`config.mk`:
```
export PLATFORM = sky130hd
export DESIGN_NAME = sum_1to10_ctrl
export DESIGN_NICKNAME = d
export VERILOG_FILES = /design/src/rtl/sum_1to10_pkg.sv /design/src/rtl/sum_1to10_ctrl.sv
export SDC_FILE = /design/constraint.sdc
export NUM_CORES = 1
export LEC_CHECK = 0
export ABC_AREA = 0
export BUFFER_PORTS_ARGS = -buffer_cell sky130_fd_sc_hd__buf_4
export CAP_MARGIN = 20
export CORE_UTILIZATION = 25
export CTS_CLUSTER_DIAMETER = 40
export DETAILED_ROUTE_END_ITERATION = 8
export PLACE_DENSITY = 0.5
export SLEW_MARGIN = 15
export SYNTH_ARGS = -nofsm -noshare
export SYNTH_HDL_FRONTEND = slang
export SYNTH_SLANG_ARGS = --single-unit
```
`constraint.sdc`:
```
create_clock -name clk -period 1.2 [get_ports clk]
set_input_delay 0.24 -clock clk [delete_from_list [all_inputs] [get_ports clk]]
set_output_delay 0.24 -clock clk [all_outputs]
set_load 0.01 [all_outputs]
```
`src/rtl/sum_1to10_pkg.sv`:
```
`timescale 1ns/1ps
`default_nettype none
// ============================================================================
// Module   : sum_1to10_pkg
// Purpose  : Shared types and constants for the sum-of-1-to-10 dedicated
//            processor. These are used by the controller and by the datapath.
//   ctrl_state_t : the eight controller states
//   ctrl_word_t  : the six datapath control bits, so one assignment decodes
//                  each state
//   SUM_LIMIT    : loop bound that the datapath comparator uses (10 < i)
// Revision : 1.0 - initial release
// ============================================================================
package sum_1to10_pkg;

    localparam logic [7:0] SUM_LIMIT = 8'd10;

    typedef enum logic [2:0] {
        IDLE = 3'd0,
        INIT = 3'd1,
        CMP  = 3'd2,
        SUM  = 3'd3,
        INC  = 3'd4,
        OUT  = 3'd5,
        DONE = 3'd6,
        ERR  = 3'd7
    } ctrl_state_t;

    // The field order is also the bit order, from MSB to LSB.
    typedef struct packed {
        logic sum_src_sel;    // 0: zero, 1: adder
        logic i_src_sel;      // 0: zero, 1: adder
        logic sum_load;
        logic i_load;
        logic adder_src_sel;  // 0: sum,  1: constant 1
        logic out_load;
    } ctrl_word_t;

    localparam ctrl_word_t c_word_none = 6'b000000;
    localparam ctrl_word_t c_word_init = 6'b001100;  // sum <= 0, i <= 0
    localparam ctrl_word_t c_word_sum  = 6'b101000;  // sum <= sum + i
    localparam ctrl_word_t c_word_inc  = 6'b010110;  // i   <= 1 + i
    localparam ctrl_word_t c_word_out  = 6'b000001;  // out <= sum

endpackage
`default_nettype wire

```
`src/rtl/sum_1to10_ctrl.sv`:
```
`timescale 1ns/1ps
`default_nettype none
// ============================================================================
// Module   : sum_1to10_ctrl
// Purpose  : Moore-FSM controller for the sum-of-1-to-10 datapath. It
//            sequences register initialisation, the accumulate/increment
//            loop and the result load. It also provides a start/busy/done
//            handshake and an iteration watchdog that ends in a sticky ERR
//            state.
// Ports    : clk, rst (synchronous, active-high)
//            start      - run request, sampled in IDLE/DONE/ERR only
//            not_iLe10  - datapath flag, high when 10 < i
//            sumSrcSel, iSrcSel, sumLoad, iLoad, adderSrcSel, OutLoad
//                       - datapath controls, decoded purely from state
//            busy, done, err - status outputs
//            iter_cnt   - number of SUM states in the current run
// Revision : 1.0 - initial release
// ============================================================================
module sum_1to10_ctrl
    import sum_1to10_pkg::*;
#(
    parameter int MAX_ITER = 12
) (
    input  logic       clk,
    input  logic       rst,
    input  logic       start,
    input  logic       not_iLe10,
    output logic       sumSrcSel,
    output logic       iSrcSel,
    output logic       sumLoad,
    output logic       iLoad,
    output logic       adderSrcSel,
    output logic       OutLoad,
    output logic       busy,
    output logic       done,
    output logic       err,
    output logic [3:0] iter_cnt
);

    localparam logic [3:0] c_max_iter = 4'(MAX_ITER);

    ctrl_state_t r_state;
    ctrl_state_t w_state_nxt;
    logic [3:0]  r_iter_cnt;
    ctrl_word_t  w_word;
    logic        w_busy;
    logic        w_done;
    logic        w_err;

    always_ff @(posedge clk) begin
        if (rst) begin
            r_state    <= IDLE;
            r_iter_cnt <= 4'd0;
        end else begin
            r_state <= w_state_nxt;
            if (r_state == INIT) begin
                r_iter_cnt <= 4'd0;
            end else if ((r_state == SUM) && (r_iter_cnt != 4'hF)) begin
                r_iter_cnt <= r_iter_cnt + 4'd1;
            end
        end
    end

    always_comb begin
        w_state_nxt = IDLE;
        w_word      = c_word_none;
        w_busy      = 1'b0;
        w_done      = 1'b0;
        w_err       = 1'b0;
        case (r_state)
            IDLE: begin
                w_state_nxt = start ? INIT : IDLE;
            end
            INIT: begin
                w_word      = c_word_init;
                w_busy      = 1'b1;
                w_state_nxt = CMP;
            end
            CMP: begin
                w_busy = 1'b1;
                // The exit condition has priority over the watchdog. A run
                // that finishes exactly at the limit still completes.
                if (not_iLe10) begin
                    w_state_nxt = OUT;
                end else if (r_iter_cnt == c_max_iter) begin
                    w_state_nxt = ERR;
                end else begin
                    w_state_nxt = SUM;
                end
            end
            SUM: begin
                w_word      = c_word_sum;
                w_busy      = 1'b1;
                w_state_nxt = INC;
            end
            INC: begin
                w_word      = c_word_inc;
                w_busy      = 1'b1;
                w_state_nxt = CMP;
            end
            OUT: begin
                w_word      = c_word_out;
                w_busy      = 1'b1;
                w_state_nxt = DONE;
            end
            DONE: begin
                w_done      = 1'b1;
                w_state_nxt = start ? INIT : IDLE;
            end
            ERR: begin
                w_err       = 1'b1;
                w_state_nxt = start ? INIT : ERR;
            end
            default: begin
                w_state_nxt = IDLE;
            end
        endcase
    end

    assign sumSrcSel   = w_word.sum_src_sel;
    assign iSrcSel     = w_word.i_src_sel;
    assign sumLoad     = w_word.sum_load;
    assign iLoad       = w_word.i_load;
    assign adderSrcSel = w_word.adder_src_sel;
    assign OutLoad     = w_word.out_load;
    assign busy        = w_busy;
    assign done        = w_done;
    assign err         = w_err;
    assign iter_cnt    = r_iter_cnt;

endmodule
`default_nettype wire

```
-- After elaboration in Yosys (flattened, before gate mapping)
Cells that the tools add are included.
- $add $sub $neg: 1
- reduce and logical (&&, ||, !) cells: 6
- mux-type cells: 9
- eq/ne operators: 9
- operator list (kind ; count):
    6-bit case mux with 4 select lines ; 1
    3-bit case mux with 6 select lines ; 1
    3-bit == test (second input constant) ; 4
    3-bit two-way mux ; 3
    3-bit by 2-bit == test with 1-bit output (second input constant) ; 2
    2-bit OR reduction ; 3
    5-bit OR reduction ; 1
    4-bit by 1-bit adder with 4-bit output (second input constant) ; 1
    4-bit == test (second input constant) ; 1
    1-bit two-way mux ; 4
    4-bit inequality test (second input constant) ; 1
    3-bit by 1-bit == test with 1-bit output (second input constant) ; 1
    3-bit zero test ; 1
    1-bit logical AND ; 1
- output and inout port bits: 13
- flip-flop bits (word level): 7

-- Depth between registers and ports, before layout
Gate-level depths: netlist (run 1).
- depth after elaboration: 4
- mapped depth: 5
- depth with buffers taken out: 4

-- Worst setup path before layout (run 1)
No wires, ideal clock.
- path type: reg2out
- start point: reg r_state[2]
- end point: out iSrcSel
- path buffers: 2
- data arrival time: 1.123 ns
- required time: 0.960 ns
- cell stages (with the launch flop): 5
- slack: -0.163 ns
- cells stage by stage: dfxtp_1 > buf_6 > or2b_2 > nor2_1 > buf_4
- longest elaborated chain between the ends: 2
- elaborated cells between the ends (all ways): 5
- RTL lines (what ; RTL line ; RTL):
    start: declaration ; sum_1to10_ctrl.sv:42 ; ctrl_state_t r_state;
    start signal: assignment ; sum_1to10_ctrl.sv:55 ; r_state <= w_state_nxt;
    3-bit == test (tied with other cells) ; sum_1to10_ctrl.sv:70 ; case (r_state)
    6-bit case mux with 4 select lines * ; sum_1to10_ctrl.sv:70 ;
    end: declaration ; sum_1to10_ctrl.sv:29 ; output logic iSrcSel,
Every way passes the cells marked *; elsewhere a longest branch is shown, timed or not.

-- Worst setup path in the final report (run 1)
- start point: reg r_state[2]
- end point: out iLoad
- longest elaborated chain between the ends: 2
- elaborated cells between the ends (all ways): 5
- RTL lines (what ; RTL line ; RTL):
    3-bit == test (tied with other cells) ; sum_1to10_ctrl.sv:70 ;
    6-bit case mux with 4 select lines * ; sum_1to10_ctrl.sv:70 ;
    end: declaration ; sum_1to10_ctrl.sv:31 ; output logic iLoad,
Marks and branches as above.

==> metrics.txt, run 1 <==
status=finished, violations left; violated checks=negative setup slack; hold path cells=2; sw frac=34.6%; Syn Nets=63; Mapped Area=449 um2; routed wire length=1230 um; Chip Height=44.4 um; RD Place Congestion=0.732; flops & latches, synth=7; Logic pwr share=54.4%; Mapped Cells=57; antenna cells=0; R2R depth=5; total track usage=13.8%; CTS Buffer Depth=2; hold path startpoint=rst; CP Data Arrival Time=1160 ps; Clock Latency Late Sink=260 ps; Seq/Total Area, Yosys=31.2%; Final nets=99; YS warnings=0; count of input and output buffers=16; max_cap viols=0; register area=148 um2; layout cells sized above 1=64.1%; antenna violations before repair=0; most frequent cells in the layout=buf_4 (24), buf_6 (9), inv_1 (5); worst vdd ir=0.750 mV; DRT Pass-1 Iters=3; Crit Path Max Fanout=5; post-synthesis async set-or-reset flop share=0%; CTS H-tree lvls=1; antenna viol nets, final=0; initial core utilization=28.2%; Setup WS post-layout=-200 ps; pwr/cell area=1290 nW/um2; first-pass GRT wire length=2000 um; GR Overflow Total=0; largest net degree at the start of global routing=10; HPWL Detailed=869 um; fill count=159; Synth Area per Inst=7.88 um2; Clock transition at path regs=60 ps; setup tns final=-1580 ps; crit path buf inv count=1; die area=1970 um2; setup slack at placement=-25.7 ps; # IOs=17; startpoint types=flip-flop; drt via density=4.48; number of core rows=14; Die Width=44.4 um; Setup CP Type=flip-flop to output port; NetSw=390 uW; CTS Root Cell=clkbuf_4; library cells used by synthesis=25; Slew headroom=74.5%; fin crit period=1400 ps; Residual DRC=0; Static Leak=0.000409 uW; final setup vio count=11; Worst EP required=960 ps; sequential power share=26.0%; clock skew=9.45 ps; number of buffers created by CTS=3; CTS Sinks=7; most used flip-flop cell after synthesis=dfxtp_1; area of the multi-input gates=339 um2; Worst-Margin Slew=373 ps; vias in the first global route=488; r2r setup slk=-100 ps; TritonCTS clock tree=done; CTS Hold Bufs=0; detailed-route via count=520; Max Clk Rate=714 MHz; clock share of power=19.6%; Area Overhead vs Synth=93.9%; final hold violation count=0; CP delay by family, top=flip-flops; RSZ-0062 raised after global routing=true; Worst path slowest cell=dfxtp_4; Max Slew Vio Count=0; Internal=737 uW; worst r2r dst=iter_cnt[3]$_SDFFE_PP0P_; most common cell after layout, fill and taps aside=buf_4; Hold EP=r_state[0]$_SDFF_PP0_; period utilization=117%; max incr delay on CP=370 ps; Crit Reg-Reg Startpoint=r_state[2]$_SDFF_PP0_; CP Capture Type=output port; crit-path cells=or2b_4, a21oi_2, buf_4; Avg WL per Cell=10.6 um; EDFF count, synth=0; HP Class=input pin to flip-flop; DR iter-0 viols=4; Worst Hold Slack=161 ps; CORE AREA=1590 um2
sequential cells by signal, indices dropped and copies added (netlist names):
| signal | flops |
|---|---|
| iter_cnt | 4 |
| r_state | 3 |
per-stage QoR:
step	utilization (%)	cells	power (uW)	area [um2]
3_5_place_dp	42.0	105	719	669
5_1_grt	54.6	116	1210	871
6_report	54.6	116	1130	871
4_1_cts	49.1	113	1040	783
2_1_floorplan	-	57	548	460
3_3_place_gp	42.0	105	714	669
final cells by class:
cell class	count	share of cell area (%)
clock buffer	3	2.59
sequential	7	17.0
multi-input combinational	41	38.9
inverter	6	2.87
timing repair buffer	34	34.6
clock inverter	1	0.575
tap	24	3.45
per-layer routing:
metal	share of wire [%]	GRT usage, %	vias to the layer above
met5	0	0	-
met4	0.49	9.09	0
met3	3.6	1.22	2
met2	52	24.1	14
met1	44	15.8	234
li1	-	-	270
cell usage after synthesis, drive strengths merged, types with 2 or more instances:
master	n	share of area [%]
a21oi	7	7.8
or2b	2	3.9
dfxtp	7	31
buf	3	5.3
nor2	6	5.0
nand3	4	4.5
ha	2	5.6
o21ai	2	2.2
nand2	4	3.3
nor3	2	2.2
inv	6	5.0
worst max path at each step:
stage               slack [ps]                   from  depth (start not counted)                        to
floorplan                    3  r_state[2]$_SDFF_PP0_                          4                   iSrcSel
global placement           -20  r_state[2]$_SDFF_PP0_                          4  iter_cnt[3]$_SDFFE_PP0P_
detailed placement         -30  r_state[2]$_SDFF_PP0_                          4  iter_cnt[3]$_SDFFE_PP0P_
CTS                       -210  r_state[2]$_SDFF_PP0_                          3                     iLoad
global route              -250  r_state[2]$_SDFF_PP0_                          3                     iLoad
finish                    -200  r_state[2]$_SDFF_PP0_                          3                     iLoad
power groups by stage:
stage / logic [uW] / registers (uW) / clock network [uW]
floorplan: 253 / 295 / 0
detailed placement: 430 / 288 / 0
global route: 657 / 299 / 251
CTS: 521 / 288 / 228
finish: 613 / 293 / 221
global placement: 426 / 288 / 0
cell families (layout without fill, tap and decap cells):
| kind of cell | after synthesis | in the layout | share of synthesized area (%) |
|---|---|---|---|
| AND/OR/NAND/NOR | 23 | 23 | 30.6 |
| AO/OA/AOI/OAI | 16 | 16 | 22.3 |
| flip-flops | 7 | 7 | 31.2 |
| adder cells (fa/ha/maj) | 2 | 2 | 5.57 |
| buffers and inverters | 9 | 44 | 10.3 |
repair_timing:
action,4_1_cts,5_1_grt
setup endpoints to repair,11,15
gates resized for setup,19,13
buffers inserted,4,4
pin swaps,3,7
Note: power is estimated with default switching activity, not from simulation.
==> inputs of run 2 (changes only) <==
--- a/config.mk
+++ b/config.mk
@@ -6,7 +6,7 @@
 export NUM_CORES = 1
 export LEC_CHECK = 0
 export ABC_AREA = 0
-export BUFFER_PORTS_ARGS = -buffer_cell sky130_fd_sc_hd__buf_4
+export BUFFER_PORTS_ARGS = -buffer_cell sky130_fd_sc_hd__buf_2
 export CAP_MARGIN = 20
 export CORE_UTILIZATION = 25
 export CTS_CLUSTER_DIAMETER = 40
==> metrics.txt, run 2 (synthesis results as in run 1) <==
RSZ-0062 raised after global routing=true; Residual DRC=0 (unchanged); setup slack at placement=-48.7 ps (-23.1 ps); first-pass GRT wire length=1850 um (-7.6%); drt via density=4.65 (+3.7%); fill count=166 (+4.4%); # IOs=17 (unchanged); most frequent cells in the layout=buf_2 (14), buf_4 (12), nor2_1 (5), a21oi_1 (5), buf_6 (5); CTS Hold Bufs=0 (unchanged); HPWL Detailed=790 um (-9.0%); Clock Latency Late Sink=260 ps (about the same); Max Slew Vio Count=0 (unchanged); worst vdd ir=0.613 mV (-18%); CTS Root Cell=clkbuf_4; Static Leak=0.000387 uW (-5.3%); Die Width=44.4 um (unchanged); largest net degree at the start of global routing=7 (-3); CORE AREA=1590 um2 (unchanged); Chip Height=44.4 um (unchanged); TritonCTS clock tree=done; DRT Pass-1 Iters=4 (+1); placed instance area=622 um2 (-7.1%); Worst Hold Slack=178 ps (+17.3 ps); antenna cells=0 (unchanged); CTS Sinks=7 (unchanged); RD Place Congestion=0.693 (-5.3%); number of core rows=14 (unchanged); pwr/cell area=1370 nW/um2 (+5.7%); fin crit period=1390 ps (-11.2 ps); number of buffers created by CTS=3 (unchanged); CTS H-tree lvls=1 (unchanged); vias in the first global route=440 (-9.8%); Worst-Margin Slew=354 ps (-19.0 ps); Worst EP required=960 ps (about the same); fin util=48.7% (-6.0 points); period utilization=116% (-0.94 points); count of input and output buffers=16 (unchanged); CTS Buffer Depth=2 (unchanged); max incr delay on CP=360 ps (about the same); crit path from=r_state[2]$_SDFF_PP0_; crit-path cells=or2b_4, a21oi_2, buf_2; initial core utilization=28.2% (unchanged); R2R depth=4 (-1); HP Class=input pin to flip-flop; layout cells sized above 1=61.1% (-3.0 points); Max Clk Rate=720 MHz (+0.81%); final setup vio count=12 (+1); post-route cell area=776 um2 (-11%); Worst Setup EP=iLoad; DR iter-0 viols=6 (+2); Avg WL per Cell=10.2 um (-4.0%); Area Overhead vs Synth=72.7%; most common cell after layout, fill and taps aside=buf_2; CP Data Arrival Time=1150 ps (about the same); Clock transition at path regs=50 ps (about the same); clock skew=6.66 ps (-2.79 ps); Crit Reg-Reg Startpoint=r_state[2]$_SDFF_PP0_; hold path cells=2 (unchanged); CP Capture Type=output port; GR Overflow Total=0 (unchanged); total track usage=13.1% (-0.65 points); r2r setup slk=-70 ps (+30 ps); detailed-route via count=530 (+1.9%); antenna viol nets, final=0 (unchanged); worst r2r dst=iter_cnt[3]$_SDFFE_PP0P_; final hold violation count=0 (unchanged); Crit Path Max Fanout=6 (+1); startpoint types=flip-flop; violated checks=negative setup slack; Setup CP Type=flip-flop to output port; antenna violations before repair=0 (unchanged); die area=1970 um2 (unchanged); status=finished, violations left; Worst path slowest cell=dfxtp_4; Setup WS post-layout=-189 ps (+11.2 ps); Largest register FFs=4 (unchanged); routed wire length=1160 um (-5.6%); max_cap viols=0 (unchanged); Slew headroom=75.8% (+1.3 points); Final nets=97 (-2.0%)
run 2: power breakdown:
part           internal (uW)  switching (uW)  total (uW)
Combinational            297             240         537
Sequential               270            32.0         302
Clock                    127            94.2         222
Total                    695             366        1060
run 2: through the flow:
| step | TNS, ps | instances | power [uW] |
|---|---|---|---|
| floorplan | 0 | 57 | 548 |
| global placement | -16.2 | 104 | 686 |
| detailed placement | -81.6 | 104 | 684 |
| CTS | -1310 | 110 | 989 |
| global route | -1960 | 114 | 1140 |
| finish | -1210 | 114 | 1060 |
run 2: critical path: cells and delay by family, from the launching register on:
family	cells	cell delay, ps
AND/OR/NAND/NOR	1	290
flip-flops	1	360
buffers and inverters	1	130
AO/OA/AOI/OAI	1	110
run 2: worst min path at each step:
| stage | from | end | slack (ps) |
|---|---|---|---|
| finish | rst | r_state[1]$_SDFF_PP0_ | 180 |
| global route | rst | r_state[1]$_SDFF_PP0_ | 180 |
| CTS | rst | r_state[1]$_SDFF_PP0_ | 180 |
| detailed placement | rst | r_state[0]$_SDFF_PP0_ | 460 |
| global placement | rst | r_state[0]$_SDFF_PP0_ | 450 |
| floorplan | rst | r_state[1]$_SDFF_PP0_ | 310 |
run 2: cell type report:
| type | instances | area (um2) | area share [%] |
|---|---|---|---|
| multi-input cells | 41 | 312 | 40.2 |
| repair buffers | 32 | 231 | 29.8 |
| flip-flops and latches | 7 | 151 | 19.5 |
| well taps | 24 | 30.0 | 3.87 |
| clock buffers | 4 | 26.3 | 3.39 |
| inverters | 6 | 25.0 | 3.23 |
run 2: per-layer routing:
layer / global-route usage (%) / wire [um] / vias up
met5: 0 / 0 / -
met4: 7.27 / 16 / 0
met3: 2.45 / 65 / 4
met2: 22.1 / 571 / 21
met1: 15.7 / 508 / 238
li1: - / - / 267
run 2: repair_timing:
action | 4_1_cts | 5_1_grt
setup buffers | 1 | 4
pin swaps | 1 | 5
resized for setup | 15 | 13
cloned | 1 | 0
setup endpoints to repair | 11 | 14
